### config.mk
export PLATFORM = sky130hd
export DESIGN_NAME = cursor_ctrl_flat
export DESIGN_NICKNAME = d
export VERILOG_FILES = /design/src/rtl/cursor_ctrl_if.sv /design/src/rtl/cursor_ctrl.sv /design/src/flat_wrapper.sv
export SDC_FILE = /design/constraint.sdc
export NUM_CORES = 1
export LEC_CHECK = 0
export ABC_AREA = 1
export BUFFER_PORTS_ARGS = -buffer_cell sky130_fd_sc_hd__buf_4
export CAP_MARGIN = 20
export CORE_MARGIN = 2
export CORE_UTILIZATION = 46
export CTS_BUF_LIST = sky130_fd_sc_hd__clkbuf_16
export CTS_CLUSTER_DIAMETER = 50
export DETAILED_ROUTE_END_ITERATION = 16
export PLACE_DENSITY_LB_ADDON = 0.12
export SLEW_MARGIN = 10
export SYNTH_ARGS = -nofsm -noshare
export SYNTH_HDL_FRONTEND = slang
export SYNTH_SLANG_ARGS = --single-unit
### constraint.sdc
create_clock -name clk -period 3.2 [get_ports clk]
set_input_delay 0.16 -clock clk [delete_from_list [all_inputs] [get_ports clk]]
set_output_delay 0.16 -clock clk [all_outputs]
set_load 0.01 [all_outputs]
### src/rtl/cursor_ctrl_if.sv
// Framebuffer pixel-write handshake between the cursor controller and the framebuffer port.
interface cursor_ctrl_if;
  logic        wr_req;
  logic [10:0] wr_x;
  logic [10:0] wr_y;
  logic [23:0] wr_color;
  logic        wr_ack;

  modport master (output wr_req, output wr_x, output wr_y, output wr_color, input wr_ack);
  modport slave  (input wr_req, input wr_x, input wr_y, input wr_color, output wr_ack);
endinterface

### src/rtl/cursor_ctrl.sv
// Per-frame cursor mover with hold auto-repeat and border clamping; issues one
// pixel write per frame while the pen (or eraser) is down.
module cursor_ctrl #(
  parameter int H          = 480,
  parameter int W          = 640,
  parameter int HOLD_DELAY = 15,
  parameter int REPEAT     = 3,
  parameter int STEP_FAST  = 8
) (
  input  logic        clk,
  input  logic        reset,
  input  logic        frame_start,
  input  logic        up,
  input  logic        down,
  input  logic        left,
  input  logic        right,
  input  logic        fast,
  input  logic        draw,
  input  logic        erase,
  input  logic [23:0] pen_color,
  output logic [10:0] cursorX,
  output logic [10:0] cursorY,
  output logic        busy,
  cursor_ctrl_if.master wr
);

  localparam int RMAX = (HOLD_DELAY > REPEAT) ? HOLD_DELAY : REPEAT;
  localparam int RW   = $clog2(RMAX + 1);
  localparam logic signed [11:0] XMAX = 12'(W - 2);
  localparam logic signed [11:0] YMAX = 12'(H - 2);
  localparam logic signed [11:0] PMIN = 12'sd1;

  typedef enum logic {IDLE, PLOT} state_t;

  state_t        state_q;
  logic [10:0]   cx_q, cy_q;
  logic [RW-1:0] rep_q;
  logic          repeating_q;
  logic          wr_req_q, busy_q;
  logic [10:0]   wr_x_q, wr_y_q;
  logic [23:0]   wr_color_q;

  logic               held, do_move;
  logic signed [11:0] s, dx, dy, nx, ny;
  logic [10:0]        cx_d, cy_d;

  // Signed step per axis, then clamp so the cursor never sits on the white border.
  always_comb begin
    held = up | down | left | right;
    s    = fast ? 12'(STEP_FAST) : 12'sd1;
    dx   = 12'sd0;
    dy   = 12'sd0;
    if (right && !left) dx = s;
    if (left && !right) dx = -s;
    if (down && !up)    dy = s;
    if (up && !down)    dy = -s;
    nx = $signed({1'b0, cx_q}) + dx;
    ny = $signed({1'b0, cy_q}) + dy;
    if (nx < PMIN) nx = PMIN;
    if (nx > XMAX) nx = XMAX;
    if (ny < PMIN) ny = PMIN;
    if (ny > YMAX) ny = YMAX;
    do_move = held && (rep_q == '0);
    cx_d    = do_move ? nx[10:0] : cx_q;
    cy_d    = do_move ? ny[10:0] : cy_q;
  end

  always_ff @(posedge clk or posedge reset) begin
    if (reset) begin
      state_q     <= IDLE;
      cx_q        <= 11'(W / 2);
      cy_q        <= 11'(H / 2);
      rep_q       <= '0;
      repeating_q <= 1'b0;
      wr_req_q    <= 1'b0;
      busy_q      <= 1'b0;
      wr_x_q      <= '0;
      wr_y_q      <= '0;
      wr_color_q  <= '0;
    end else begin
      case (state_q)
        IDLE: if (frame_start) begin
          if (!held) begin
            rep_q       <= '0;
            repeating_q <= 1'b0;
          end else if (rep_q == '0) begin
            rep_q       <= repeating_q ? RW'(REPEAT) : RW'(HOLD_DELAY);
            repeating_q <= 1'b1;
          end else begin
            rep_q <= rep_q - 1'b1;
          end
          cx_q <= cx_d;
          cy_q <= cy_d;
          // Write lands on the post-move position, every tick the pen is down.
          if (erase || draw) begin
            wr_x_q     <= cx_d;
            wr_y_q     <= cy_d;
            wr_color_q <= erase ? 24'h000000 : pen_color;
            wr_req_q   <= 1'b1;
            busy_q     <= 1'b1;
            state_q    <= PLOT;
          end
        end
        PLOT: if (wr.wr_ack) begin
          wr_req_q <= 1'b0;
          busy_q   <= 1'b0;
          state_q  <= IDLE;
        end
        default: state_q <= IDLE;
      endcase
    end
  end

  assign cursorX     = cx_q;
  assign cursorY     = cy_q;
  assign busy        = busy_q;
  assign wr.wr_req   = wr_req_q;
  assign wr.wr_x     = wr_x_q;
  assign wr.wr_y     = wr_y_q;
  assign wr.wr_color = wr_color_q;

endmodule

### src/flat_wrapper.sv
// flat-port wrapper written by rule: the top's interface ports become plain ports
module cursor_ctrl_flat 
#(
  parameter int H          = 480,
  parameter int W          = 640,
  parameter int HOLD_DELAY = 15,
  parameter int REPEAT     = 3,
  parameter int STEP_FAST  = 8
)
  (clk, reset, frame_start, up, down, left, right, fast, draw, erase, pen_color, cursorX, cursorY, busy, wr_wr_req, wr_wr_x, wr_wr_y, wr_wr_color, wr_wr_ack);
  cursor_ctrl_if wr_i ();
  input  logic clk;
  input  logic reset;
  input  logic frame_start;
  input  logic up;
  input  logic down;
  input  logic left;
  input  logic right;
  input  logic fast;
  input  logic draw;
  input  logic erase;
  input  logic [23:0] pen_color;
  output logic [10:0] cursorX;
  output logic [10:0] cursorY;
  output logic busy;
  output wire logic [$bits(wr_i.wr_req)-1:0] wr_wr_req;
  output wire logic [$bits(wr_i.wr_x)-1:0] wr_wr_x;
  output wire logic [$bits(wr_i.wr_y)-1:0] wr_wr_y;
  output wire logic [$bits(wr_i.wr_color)-1:0] wr_wr_color;
  input wire logic [$bits(wr_i.wr_ack)-1:0] wr_wr_ack;
  assign wr_wr_req = wr_i.wr_req;
  assign wr_wr_x = wr_i.wr_x;
  assign wr_wr_y = wr_i.wr_y;
  assign wr_wr_color = wr_i.wr_color;
  assign wr_i.wr_ack = wr_wr_ack;
  cursor_ctrl #(.H(H), .W(W), .HOLD_DELAY(HOLD_DELAY), .REPEAT(REPEAT), .STEP_FAST(STEP_FAST)) u_core (.clk(clk), .reset(reset), .frame_start(frame_start), .up(up), .down(down), .left(left), .right(right), .fast(fast), .draw(draw), .erase(erase), .pen_color(pen_color), .cursorX(cursorX), .cursorY(cursorY), .busy(busy), .wr(wr_i));
endmodule
; Word-level counts from Yosys, hierarchy flattened
; Cells that the tools add are included.
[classes]
n_addsub = 4
muxes = 25
reduce_logical = 15
n_bitwise = 4
eq_ne = 4
n_lt_le_gt_ge = 4
[op_table]
columns = operator, count
row1 = $mux 12, 6
row2 = $mux 11, 4
row3 = $add 12x12->12, 2
row4 = $lt 12x2->1 const B, 2
row5 = $mux 24, 1
row6 = $mux 4, 4
row7 = $gt 12x10->1 const B, 1
row8 = $gt 12x11->1 const B, 1
row9 = $neg 12->12, 1
row10 = $reduce_and 3->1, 3
row11 = $mux 1, 8
row12 = $ne 2x2->1 const B, 3
row13 = $logic_and 1x1->1, 5
row14 = $logic_not 1->1, 4
row15 = $logic_not 4->1, 1
row16 = $pmux 1 s2, 2
row17 = $sub 4x1->4 const B, 1
row18 = $or 1x1->1, 3
row19 = $ne 2x1->1 const B, 1
row20 = $reduce_and 2->1, 1
row21 = $logic_or 1x1->1, 1
row22 = $not 1->1, 1
[word_totals]
regBits = 75
out_inout_bits = 70
word_cells = 65

; Logic depth before layout (Yosys ltp)
; Gate-level depths: netlist of the first run.
[depth]
ltp_word = 10
ltp_mapped = 33
mapped_depth_nobuf = 31

; Least setup slack after synthesis of the first run
; Ideal clock, no wire load.
[synth_timing]
kind = reg2reg
from = register u_core.cx_q[6] (netlist: u_core.cursorX[6])
to = register u_core.cx_q[2] (netlist: u_core.cursorX[2])
period_less_slack_ns = 3.284
path_buffers = 2
arrival_time_ns = 3.222
path_stages_with_launch = 27
slack_ns = -0.084
path_cell_list = dfstp_2 ha_1 a21oi_1 o21ai_0 a21oi_1 nand2_1 nand3_1 nand2_1 xor2_1 inv_1 a211oi_1 ha_1 clkbuf_1 nor2_1 nand2_1 nor2_1 nand2_1 nor2_1 nand3_1 nand3_1 nand2_1 nand2_2 nand2_4 buf_6 nand3_1 nand2_1 inv_1
[synth_via]
elab_chain_len = 6
[synth_rtl]
columns = item, line_no
row1 = "start, declared", cursor_ctrl.sv:36  ; logic [10:0] cx_q, cy_q;
row2 = "start signal, assigned", cursor_ctrl.sv:71  ; cx_q <= 11'(W / 2);
row3 = $add 12x12->12 (*), cursor_ctrl.sv:57  ; nx = $signed({1'b0, cx_q}) + dx;
row4 = $lt 12x2->1, cursor_ctrl.sv:59  ; if (nx < PMIN) nx = PMIN;
row5 = $mux 12 (*), cursor_ctrl.sv:59
row6 = $gt 12x11->1, cursor_ctrl.sv:60  ; if (nx > XMAX) nx = XMAX;
row7 = $mux 11 (*), cursor_ctrl.sv:60
row8 = $mux 11 (*), cursor_ctrl.sv:64  ; cx_d = do_move ? nx[10:0] : cx_q;
; Mark *: on every way between the ends. The rest lies on a longest branch, timed or not.
; A chain may end at the register's enable or synchronous reset.

; Final worst setup path of the first run
[layout_timing]
from = register u_core.cx_q[1] (netlist: u_core.cursorX[1])
to = register u_core.cx_q[1] (netlist: u_core.cursorX[1])
[layout_via]
elab_chain_len = 6
[layout_rtl]
columns = item, line_no
row1 = $add 12x12->12, cursor_ctrl.sv:57
row2 = $lt 12x2->1, cursor_ctrl.sv:59
row3 = $mux 12, cursor_ctrl.sv:59
row4 = $gt 12x11->1, cursor_ctrl.sv:60
row5 = $mux 11, cursor_ctrl.sv:60
row6 = $mux 11 (*), cursor_ctrl.sv:64
; Marks and branches as above.

==> impl_results.md, run 1 <==
- Syn_nets: 768
- WP depth: 27
- Crit end category: flop
- Syn_area_per_cell: 6.930 um^2
- Filler cells: 745
- Fin. Hold Viols: 0
- Critical path's most frequent cell: nand2_1
- Compound-Gate Fraction of Synth Area: 12.63%
- Post-synth EDFFs: 0
- Via count: 5,677
- Critical Path AT: 3.66 ns
- Peak VDD IR: 392.5 uV
- CTS Buf Count: 9
- Mapped Area: 4913 um^2
- Hpwl dp: 11.10 mm
- Asr flop ratio synth: 100.0%
- Seq/Total Area, Yosys: 38.35%
- Max cap viols: 0
- Slew at the pin closest to its max-slew limit: 0.7253 ns
- Commonest non-fill, non-tap cell in the layout: buf_4
- Pwr per Cell Area: 864.8 nW/um^2
- CTS tree: built
- F_max: 293.6 MHz
- Most frequent cells in the layout: 249 x buf_4, 211 x nand2_1, 77 x inv_1, 66 x dfrtp_1, 41 x o21ai_0
- Yosys Warn Count: 0
- Worst Path Buf+Inv: 5
- Nets: 1,008
- Failing checks: negative setup slack
- DRT antenna net count: 0
- Number of buffers added on ports: 104
- DR iter-0 viols: 489
- WHS: 0.06334 ns
- Hold path cells: 2
- Post-Synth Simple-Gate Area: 32.59%
- Static Leak: 4.081 nW
- Final worst slack: -0.2062 ns
- Worst r2r src: u_core.cursorX[1]
- Wire per inst: 14.95 um
- DRC: 0
- Initial Util: 47.38%
- Final Max Slew Viols: 0
- Slack of the worst reg-to-reg path: -0.21 ns
- Largest net degree at the start of global routing: 52
- Clock latency on the worst-skew pair: 0.33 ns
- Die height: 107.4 um
- Routed WL: 16.29 mm
- HP Start: wr_wr_ack
- Setup TNS: -4.664 ns
- Critical Path Source: u_core.cursorX[1]
- Worst setup SP type: flop
- First-pass GRT wire length: 25.40 mm
- Largest family of logic cells by synthesized area: simple AND/OR/NAND/NOR gates
- RSZ-0062 raised after global routing: true
- CP top delay family: simple AND/OR/NAND/NOR gates
- Final period util: 106.4%
- Outcome: finished with violations
- P&R area growth vs syn: 58.21%
- Post-Synth Adder-Cell Area: 6.112%
- Total track usage: 27.55%
- Initial antenna violation count: 0
- GRT overflow: 0
- Cells after Synth: 709
- Setup CP Type: flop to flop
- Via density per instance: 5.208
- Mux contribution to synthesized area: 0%
- FP Rows: 37
- Slew HR: 51.59%
- H-Tree Depth: 3
- Number of clock sinks: 75
- First-pass iteration count of the detailed router: 5
- Clock root buffer: clkbuf_16
- Worst-path clk slew: 0.06 ns
- Req. time, crit path: 3.46 ns
- Die width: 107.4 um
- Vias in the first global route: 5,468
- Fraction of layout cells with a size suffix above 1: 43.08%
- Post-Synth XOR/XNOR Area: 0.7130%
- Final setup violation count: 38
- Core area: 10,370 um^2
- Reg2reg path depth: 27
- Clock buffer depth: 2
- Worst Clk Skew: 0.006712 ns
- Worst Hold Class: input port to flop
- Number of antenna diodes: 0
- Max incr delay on CP: 0.44 ns
- Ys flop type: dfrtp_1
- # IOs: 105
- GPL Wtd Cong: 0.9032
- DIE AREA: 11,520 um^2
- Flop and latch count out of synthesis: 75
- Final min period: 3.406 ns
- Dpl ws: -0.3660 ns
- Crit-path slowest cell: dfrtp_2
- Synth cell types: 37
- Worst Path Max Fanout: 8
-- registers in the layout, summed over array words and instances (netlist names) --
name                cells
u_core.wr.wr_x         11
u_core.wr.wr_req        1
u_core.wr.wr_y         11
u_core.cursorY         11
u_core.cursorX         11
u_core.wr.wr_color     24
u_core.state_q          1
u_core.repeating_q      1
u_core.rep_q            4
-- final timing paths --
path | to
setup / recovery | u_core.cursorX[1]
hold / removal | u_core.state_q
setup reg to reg | u_core.cursorX[1]
hold reg to reg | u_core.wr.wr_x[5]
max in group asynchronous | u_core.cursorX[6]
min in group asynchronous | u_core.wr.wr_color[21]
-- cell families (layout without fill, tap and decap cells) --
| logic type | after synthesis | after routing |
|---|---|---|
| AO/OA/AOI/OAI | 116 | 116 |
| XOR/XNOR | 4 | 4 |
| adder cells (fa/ha/maj) | 24 | 24 |
| buffers and inverters | 119 | 361 |
| flip-flops | 75 | 75 |
| AND/OR/NAND/NOR | 371 | 374 |
-- synthesized netlist by cell type (2+ instances only) --
master	number	share of area, %
o21bai_1	3	0.46
nand2_2	4	0.51
nand3_2	3	0.61
inv_1	86	6.6
inv_2	7	0.53
nor2_2	3	0.38
nor3_2	2	0.41
o21ai_1	7	0.71
o21a_1	3	0.46
a211oi_1	2	0.31
nor2_1	35	2.7
buf_2	5	0.51
nor2_4	2	0.46
a21oi_1	49	5.0
ha_1	24	6.1
nor3_1	5	0.51
clkbuf_1	17	1.3
nand4_1	15	1.9
o211ai_1	2	0.31
o21ai_0	46	4.7
nand3_1	48	4.9
nand2_4	2	0.46
buf_6	2	0.46
xor2_1	3	0.53
dfrtp_1	69	35
nand2_1	246	19
nand3b_1	4	0.61
dfstp_2	6	3.2
-- stage by stage --
step,total power [W],instances,area [um^2],util (%)
5_1_grt,0.007162,1090,7774,74.96
4_1_cts,0.006252,1080,7402,71.38
3_5_place_dp,0.004814,1036,6671,64.33
2_1_floorplan,0.003222,709,4979,-
3_3_place_gp,0.004749,1036,6671,64.33
6_report,0.006722,1090,7774,74.96
-- per-layer routing --
| metal | vias to the layer above | track usage, % | wire length, um |
|---|---|---|---|
| met4 | 0 | 8.059 | 313 |
| li1 | 2769 | - | - |
| met2 | 231 | 44.30 | 7615 |
| met1 | 2645 | 37.89 | 7108 |
| met5 | - | 0 | 0 |
| met3 | 32 | 5.327 | 1254 |
-- report_power, final --
part           switching [W]  leakage, nW  internal (W)
logic                0.00222         3.04       0.00201
registers           0.000265        0.904       0.00129
clock network       0.000363        0.142      0.000587
-- worst register-to-register path: cells and delay by family, from the launching register on --
family | cells | cell delay [ns]
compound gates | 3 | 0.48
fa+ha+maj | 1 | 0.26
buf+inv | 5 | 0.53
flops | 1 | 0.44
simple gates | 18 | 1.63
-- cell type report --
class / count / area, um^2 / share of cell area (%)
clock buffers: 9 / 225.2 / 2.897
clock inverters: 7 / 52.55 / 0.6760
inverters: 94 / 357.8 / 4.603
multi-input cells: 518 / 3181 / 40.91
flip-flops and latches: 75 / 1888 / 24.29
well taps: 136 / 170.2 / 2.189
repair buffers: 251 / 1899 / 24.43
-- timing repair --
action / 4_1_cts / 5_1_grt
cloned: 2 / 1
buffers inserted: 25 / 9
hold endpoints to repair: 20 / 0
pin swaps: 38 / 39
endpoints found under the setup margin: 38 / 42
gates resized for setup: 59 / 74
hold buffers: 1 / 0
Note: power is estimated with default switching activity, not from simulation.
==> inputs of run 2 (changes only) <==
--- a/config.mk
+++ b/config.mk
@@ -8,6 +8,7 @@
 export ABC_AREA = 1
 export BUFFER_PORTS_ARGS = -buffer_cell sky130_fd_sc_hd__buf_4
 export CAP_MARGIN = 20
+export CORE_ASPECT_RATIO = 0.7
 export CORE_MARGIN = 2
 export CORE_UTILIZATION = 46
 export CTS_BUF_LIST = sky130_fd_sc_hd__clkbuf_16
==> impl_results.md, run 2 (synthesis results as in run 1) <==
- Combinational power share: 62.6%
- Final min period: 3.590 ns
- Worst Path Max Fanout: 8
- Req. time, crit path: 3.42 ns
- P&R area growth vs syn: 59.36%
- Final period util: 112.2%
- Number of buffers added on ports: 104
- Slew HR: 48.34%
- Critical Path AT: 3.81 ns
- Worst-path clk slew: 0.06 ns
- F_max: 278.5 MHz
- Most Crowded Layer GR: met2
- Cell Int Power: 0.003923 W
- Fin util: 75.61%
- DIE AREA: 11,540 um^2
- Max cap viols: 0
- DR iter-0 viols: 379
- Most frequent cells in the layout: 249 x buf_4, 207 x nand2_1, 77 x inv_1, 67 x dfrtp_1, 39 x o21ai_0
- # IOs: 105
- Worst reg2reg path endpoint: u_core.wr.wr_x[0]
- Clock buffer depth: 2
- Hold path endpoint: u_core.state_q
- Crit-path slowest cell: dfstp_2
- Max incr delay on CP: 0.59 ns
- Die width: 127.5 um
- Cell Area, Placed: 6689 um^2
- Met3 GRT Util: 7.820%
- Sw Share: 42.85%
- Crit end category: flop
- Routed WL: 16.77 mm
- Fin. Hold Viols: 0
- Final worst slack: -0.3903 ns
- Setup CP Type: flop to flop
- Peak VDD IR: 390.8 uV
- Post-Layout Inst Area: 7830 um^2
- Initial Util: 47.44%
- Slew at the pin closest to its max-slew limit: 0.7749 ns
- Via density per instance: 5.273
- Via count: 5,727
- Fraction of layout cells with a size suffix above 1: 43.82%
- DRC: 0
- CTS tree: built
- Worst Hold Class: input port to flop
- RSZ-0062 raised after global routing: true
- H-Tree Depth: 3
- Initial antenna violation count: 0
- First-pass iteration count of the detailed router: 5
- Static Leak: 4.109 nW
- Register share of total power: 22.6%
- Number of clock sinks: 75
- Met2 track demand over resource: 43.36%
- Clock share of power: 14.9%
- Final setup violation count: 38
- Failing checks: negative setup slack
- Vias in the first global route: 5,523
- WHS: 0.01924 ns
- Number of antenna diodes: 0
- Final Max Slew Viols: 0
- GRT overflow: 0
- Worst r2r src: u_core.cursorX[6]
- First-pass GRT wire length: 26.37 mm
- FP Rows: 31
- Nets: 1,008
- GPL Wtd Cong: 0.9632
- Core area: 10,360 um^2
- Clock latency on the worst-skew pair: 0.33 ns
- Clock root buffer: clkbuf_16
- Slack of the worst reg-to-reg path: -0.39 ns
- Hpwl dp: 11.48 mm
- Pwr per Cell Area: 876.6 nW/um^2
- DRT antenna net count: 0
- Outcome: finished with violations
- Commonest non-fill, non-tap cell in the layout: buf_4
- Switching power: 0.002941 W
- Die height: 90.47 um
- Total track usage: 28.52%
- Largest net degree at the start of global routing: 86
- Routing usage on met1: 40.01%
- CTS Buf Count: 9
- Largest register FFs: 24
- Reg2reg path depth: 23
- Worst Clk Skew: 0.007853 ns
- Wire per inst: 15.44 um
- Worst setup SP type: flop
- Critical path, cell by cell: ha_4, a21oi_2, o21ai_1, a21oi_1, nand2_1, nand3_1, nand2_2, xor2_1, inv_1, a211oi_2, ha_4, nor2_4, nand2_2, nor2_2, nand2_1, nor2_1, nand3_1, nand3_1, nand2_2, nand2_4, nand2_8, nand2_4, a21oi_2
- HP Start: wr_wr_ack
- Hold path cells: 2
-- run 2: cell count changes in the layout (fill, tap and decap cells not counted), sizes merged --
| cell | change |
|---|---|
| clkinv | -3 |
| clkinvlp | +2 |
| inv | +1 |
-- run 2: layout make-up --
type	count	area, um^2
Clock buffer	9	225.2
Clock inverter	7	75.07
Fill cell	776	2526
Inverter	94	355.3
Multi-Input combinational cell	518	3223
Sequential cell	75	1887
Tap cell	132	165.2
Timing Repair Buffer	251	1899
-- run 2: layer usage --
layer / wire (um) / part of all wire [%]
met1: 7370 / 44
met2: 7550 / 45
met3: 1566 / 9.3
met4: 285 / 1.7
met5: 0 / 0
-- run 2: worst max path at each step --
| stage | from | to | slack [ns] |
|---|---|---|---|
| final | u_core.cursorX[6] | u_core.wr.wr_x[0] | -0.39 |
| after global routing | u_core.cursorX[1] | u_core.cursorX[0] | -0.59 |
| after CTS | u_core.cursorX[3] | u_core.cursorX[7] | -0.19 |
| after detailed placement | fast | u_core.cursorX[7] | -0.51 |
| after global placement | fast | u_core.cursorX[7] | -0.52 |
| after floorplan | u_core.cursorX[1] | u_core.cursorX[2] | 0.02 |
-- run 2: metrics by stage --
step / worst slack (ns) / setup TNS, ns / cells / power [W]
CTS: -0.1877 / -3.907 / 1081 / 0.006494
floorplan: 0.01503 / 0 / 709 / 0.003222
detailed placement: -0.5134 / -14.30 / 1035 / 0.004882
global route: -0.5926 / -17.23 / 1086 / 0.007326
global placement: -0.5217 / -12.92 / 1035 / 0.004804
finish: -0.3903 / -9.624 / 1086 / 0.006864
-- run 2: power by group through the flow --
stage / logic (W) / clock network, W / registers [W]
2_1_floorplan: 0.00159 / 0 / 0.00163
3_3_place_gp: 0.00328 / 0 / 0.00152
3_5_place_dp: 0.00335 / 0 / 0.00153
4_1_cts: 0.00392 / 0.00104 / 0.00153
5_1_grt: 0.00466 / 0.00107 / 0.00159
6_report: 0.00430 / 0.00102 / 0.00155
-- run 2: critical path: cells and delay by family, from the launching register on --
kind	cells	cell delay, ns
AO/OA/AOI/OAI	5	0.68
XOR/XNOR	1	0.17
adder cells (fa/ha/maj)	2	0.49
buffers and inverters	1	0.09
flip-flops	1	0.59
AND/OR/NAND/NOR	14	1.44
-- run 2: timing repair --
item                                    4_1_cts  5_1_grt
endpoints found under the setup margin       38       42
pin swaps                                    43       47
endpoints found under the hold margin        30        0
cloned                                        3        0
gates resized for setup                      72       69
setup buffers                                26        5
hold buffers                                  1        0
==> inputs of run 3 (changes only) <==
==> constraint.sdc (replaced) <==
create_clock -name clk -period 4.56 [get_ports clk]
set_input_delay 0.228 -clock clk [delete_from_list [all_inputs] [get_ports clk]]
set_output_delay 0.228 -clock clk [all_outputs]
set_load 0.01 [all_outputs]
==> impl_results.md, run 3 (synthesis results as in run 1) <==
- DIE AREA: 11,540 um^2
- Fin. Hold Viols: 0
- Placed cells: 924
- Nets: 862
- Commonest non-fill, non-tap cell in the layout: nand2_1
- Crit end category: flop
- FP Rows: 31
- Max cap viols: 0
- Number of clock sinks: 75
- Die width: 127.5 um
- Initial antenna violation count: 0
- GRT overflow: 0
- Setup TNS: 0 ns
- H-Tree Depth: 3
- GPL Wtd Cong: 0.9326
- Most frequent cells in the layout: 246 x nand2_1, 108 x buf_4, 85 x inv_1, 69 x dfrtp_1, 49 x a21oi_1
- Routed WL: 13.87 mm
- Setup Buffers After CTS: 0
- Initial Util: 47.44%
- Outcome: completed
- Sw Share: 43.22%
- Final Max Slew Viols: 0
- Register share of total power: 30.0%
- DRC: 0
- Filler cells: 985
- Number of antenna diodes: 0
- F_max: 247.1 MHz
- Worst setup SP type: flop
- Clock buffer depth: 2
- RSZ-0062 raised after global routing: false
- # IOs: 105
- Largest net degree at the start of global routing: 54
- Clock latency on the worst-skew pair: 0.34 ns
- Storage cell area: 1884 um^2
- Vias in the first global route: 4,768
- Fin util: 58.87%
- Cell Int Power: 0.002069 W
- CTS tree: built
- Die height: 90.47 um
- Post-CTS sizing: 0
- Core area: 10,360 um^2
- Final setup violation count: 0
- Fin cells: 939
- Req. time, crit path: 4.76 ns
- Total track usage: 24.78%
- Slack of the worst reg-to-reg path: 0.51 ns
- Worst Hold Class: input port to asynchronous set/reset pin
- Slew at the pin closest to its max-slew limit: 0.9062 ns
- Wire per inst: 14.77 um
- Combinational power share: 49.2%
- Fraction of layout cells with a size suffix above 1: 19.33%
- CTS Buf Count: 9
- Static Leak: 3.318 nW
- Slew HR: 39.36%
- Final period util: 88.75%
- Via density per instance: 5.351
- Peak VDD IR: 261.2 uV
- Number of buffers added on ports: 104
- Via count: 5,025
- Hpwl dp: 10.38 mm
- DR iter-0 viols: 459
- Switching power: 0.001574 W
- Critical Path AT: 4.25 ns
- Largest register FFs: 24
- Worst Clk Skew: 0.004197 ns
- P&R area growth vs syn: 24.09%
- Setup CP Type: flop to flop
- Clock root buffer: clkbuf_16
- DRT antenna net count: 0
- Multi-input logic area: 2569 um^2
- Final min period: 4.047 ns
- Worst Path Max Fanout: 17
- Pwr per Cell Area: 597.5 nW/um^2
- First-pass GRT wire length: 23.20 mm
- Count of hold-fix buffers inserted at cts: 0
- Clock share of power: 20.9%
- Worst-path clk slew: 0.06 ns
- First-pass iteration count of the detailed router: 5
## run 3: changes by cell type in the layout (fill, tap and decap cells not counted), moves of 7 or more
cell / change
nand2_4: -13
nand3_1: +21
nand3_2: -18
buf_4: -141
inv_2: -8
nand2_1: +39
a21oi_1: +17
inv_1: +8
a21oi_2: -15
ha_4: -13
nand2_2: -27
o21ai_0: +7
ha_1: +14
## run 3: cell type report
cell class | instances | area share [%]
Inverter | 94 | 5.787
Tap cell | 132 | 2.709
Clock buffer | 9 | 3.694
Sequential cell | 75 | 30.91
Timing Repair Buffer | 108 | 13.30
Multi-Input combinational cell | 515 | 42.13
Clock inverter | 6 | 1.478
## run 3: final timing paths
path	from	end	cells past startpoint
min	reset	u_core.wr.wr_color[4]	2
max in group asynchronous	reset	u_core.cursorX[6]	3
min reg2reg	u_core.wr.wr_x[2]	u_core.wr.wr_x[2]	2
max reg2reg	u_core.cursorY[4]	u_core.cursorY[0]	23
min in group clk	wr_wr_ack	u_core.state_q	2
max	u_core.cursorY[4]	u_core.cursorY[0]	23
## run 3: metal layers
| layer | global-route usage (%) | part of all wire, % | routed length [um] | up-vias |
|---|---|---|---|---|
| li1 | - | - | - | 2462 |
| met1 | 35.92 | 48 | 6674 | 2339 |
| met2 | 37.03 | 42 | 5811 | 200 |
| met3 | 6.339 | 8.4 | 1159 | 24 |
| met4 | 6.044 | 1.6 | 223 | 0 |
| met5 | 0 | 0 | 0 | - |
## run 3: power groups by stage
stage,registers (W),logic [W],clock network [W]
6_report,0.00109,0.00179,0.000760
5_1_grt,0.00112,0.00201,0.000803
4_1_cts,0.00109,0.00178,0.000779
3_5_place_dp,0.00110,0.00177,0
3_3_place_gp,0.00109,0.00173,0
2_1_floorplan,0.00114,0.00109,0
## run 3: stage by stage
step	hold WS, ns	worst slack [ns]	total power [W]	cell area, um^2
finish	0.08286	0.5129	0.003643	6097
CTS	0.08072	0.6168	0.003646	6097
global placement	0.4179	0.3714	0.002821	5782
detailed placement	0.4554	0.3644	0.002864	5782
floorplan	0.3244	1.215	0.002230	4913
global route	0.08716	0.09963	0.003935	6097
## run 3: worst max-delay path, cell delays in order, from the launching register on
cell      delay [ns]
dfstp_2         0.54
ha_1            0.29
a21oi_1         0.20
o21ai_0         0.16
a21oi_1         0.25
nand2_1         0.11
a21oi_1         0.14
o21bai_1        0.09
xor2_1          0.23
nand2_1         0.08
nor2_1          0.11
ha_1            0.33
inv_1           0.22
nand2_1         0.13
nor2_1          0.11
nand2_1         0.06
nor2_1          0.10
nand2_1         0.07
nand2_1         0.06
nand4_1         0.10
nand2_1         0.12
nand2_4         0.13
nand2_1         0.16
o21ai_0         0.09
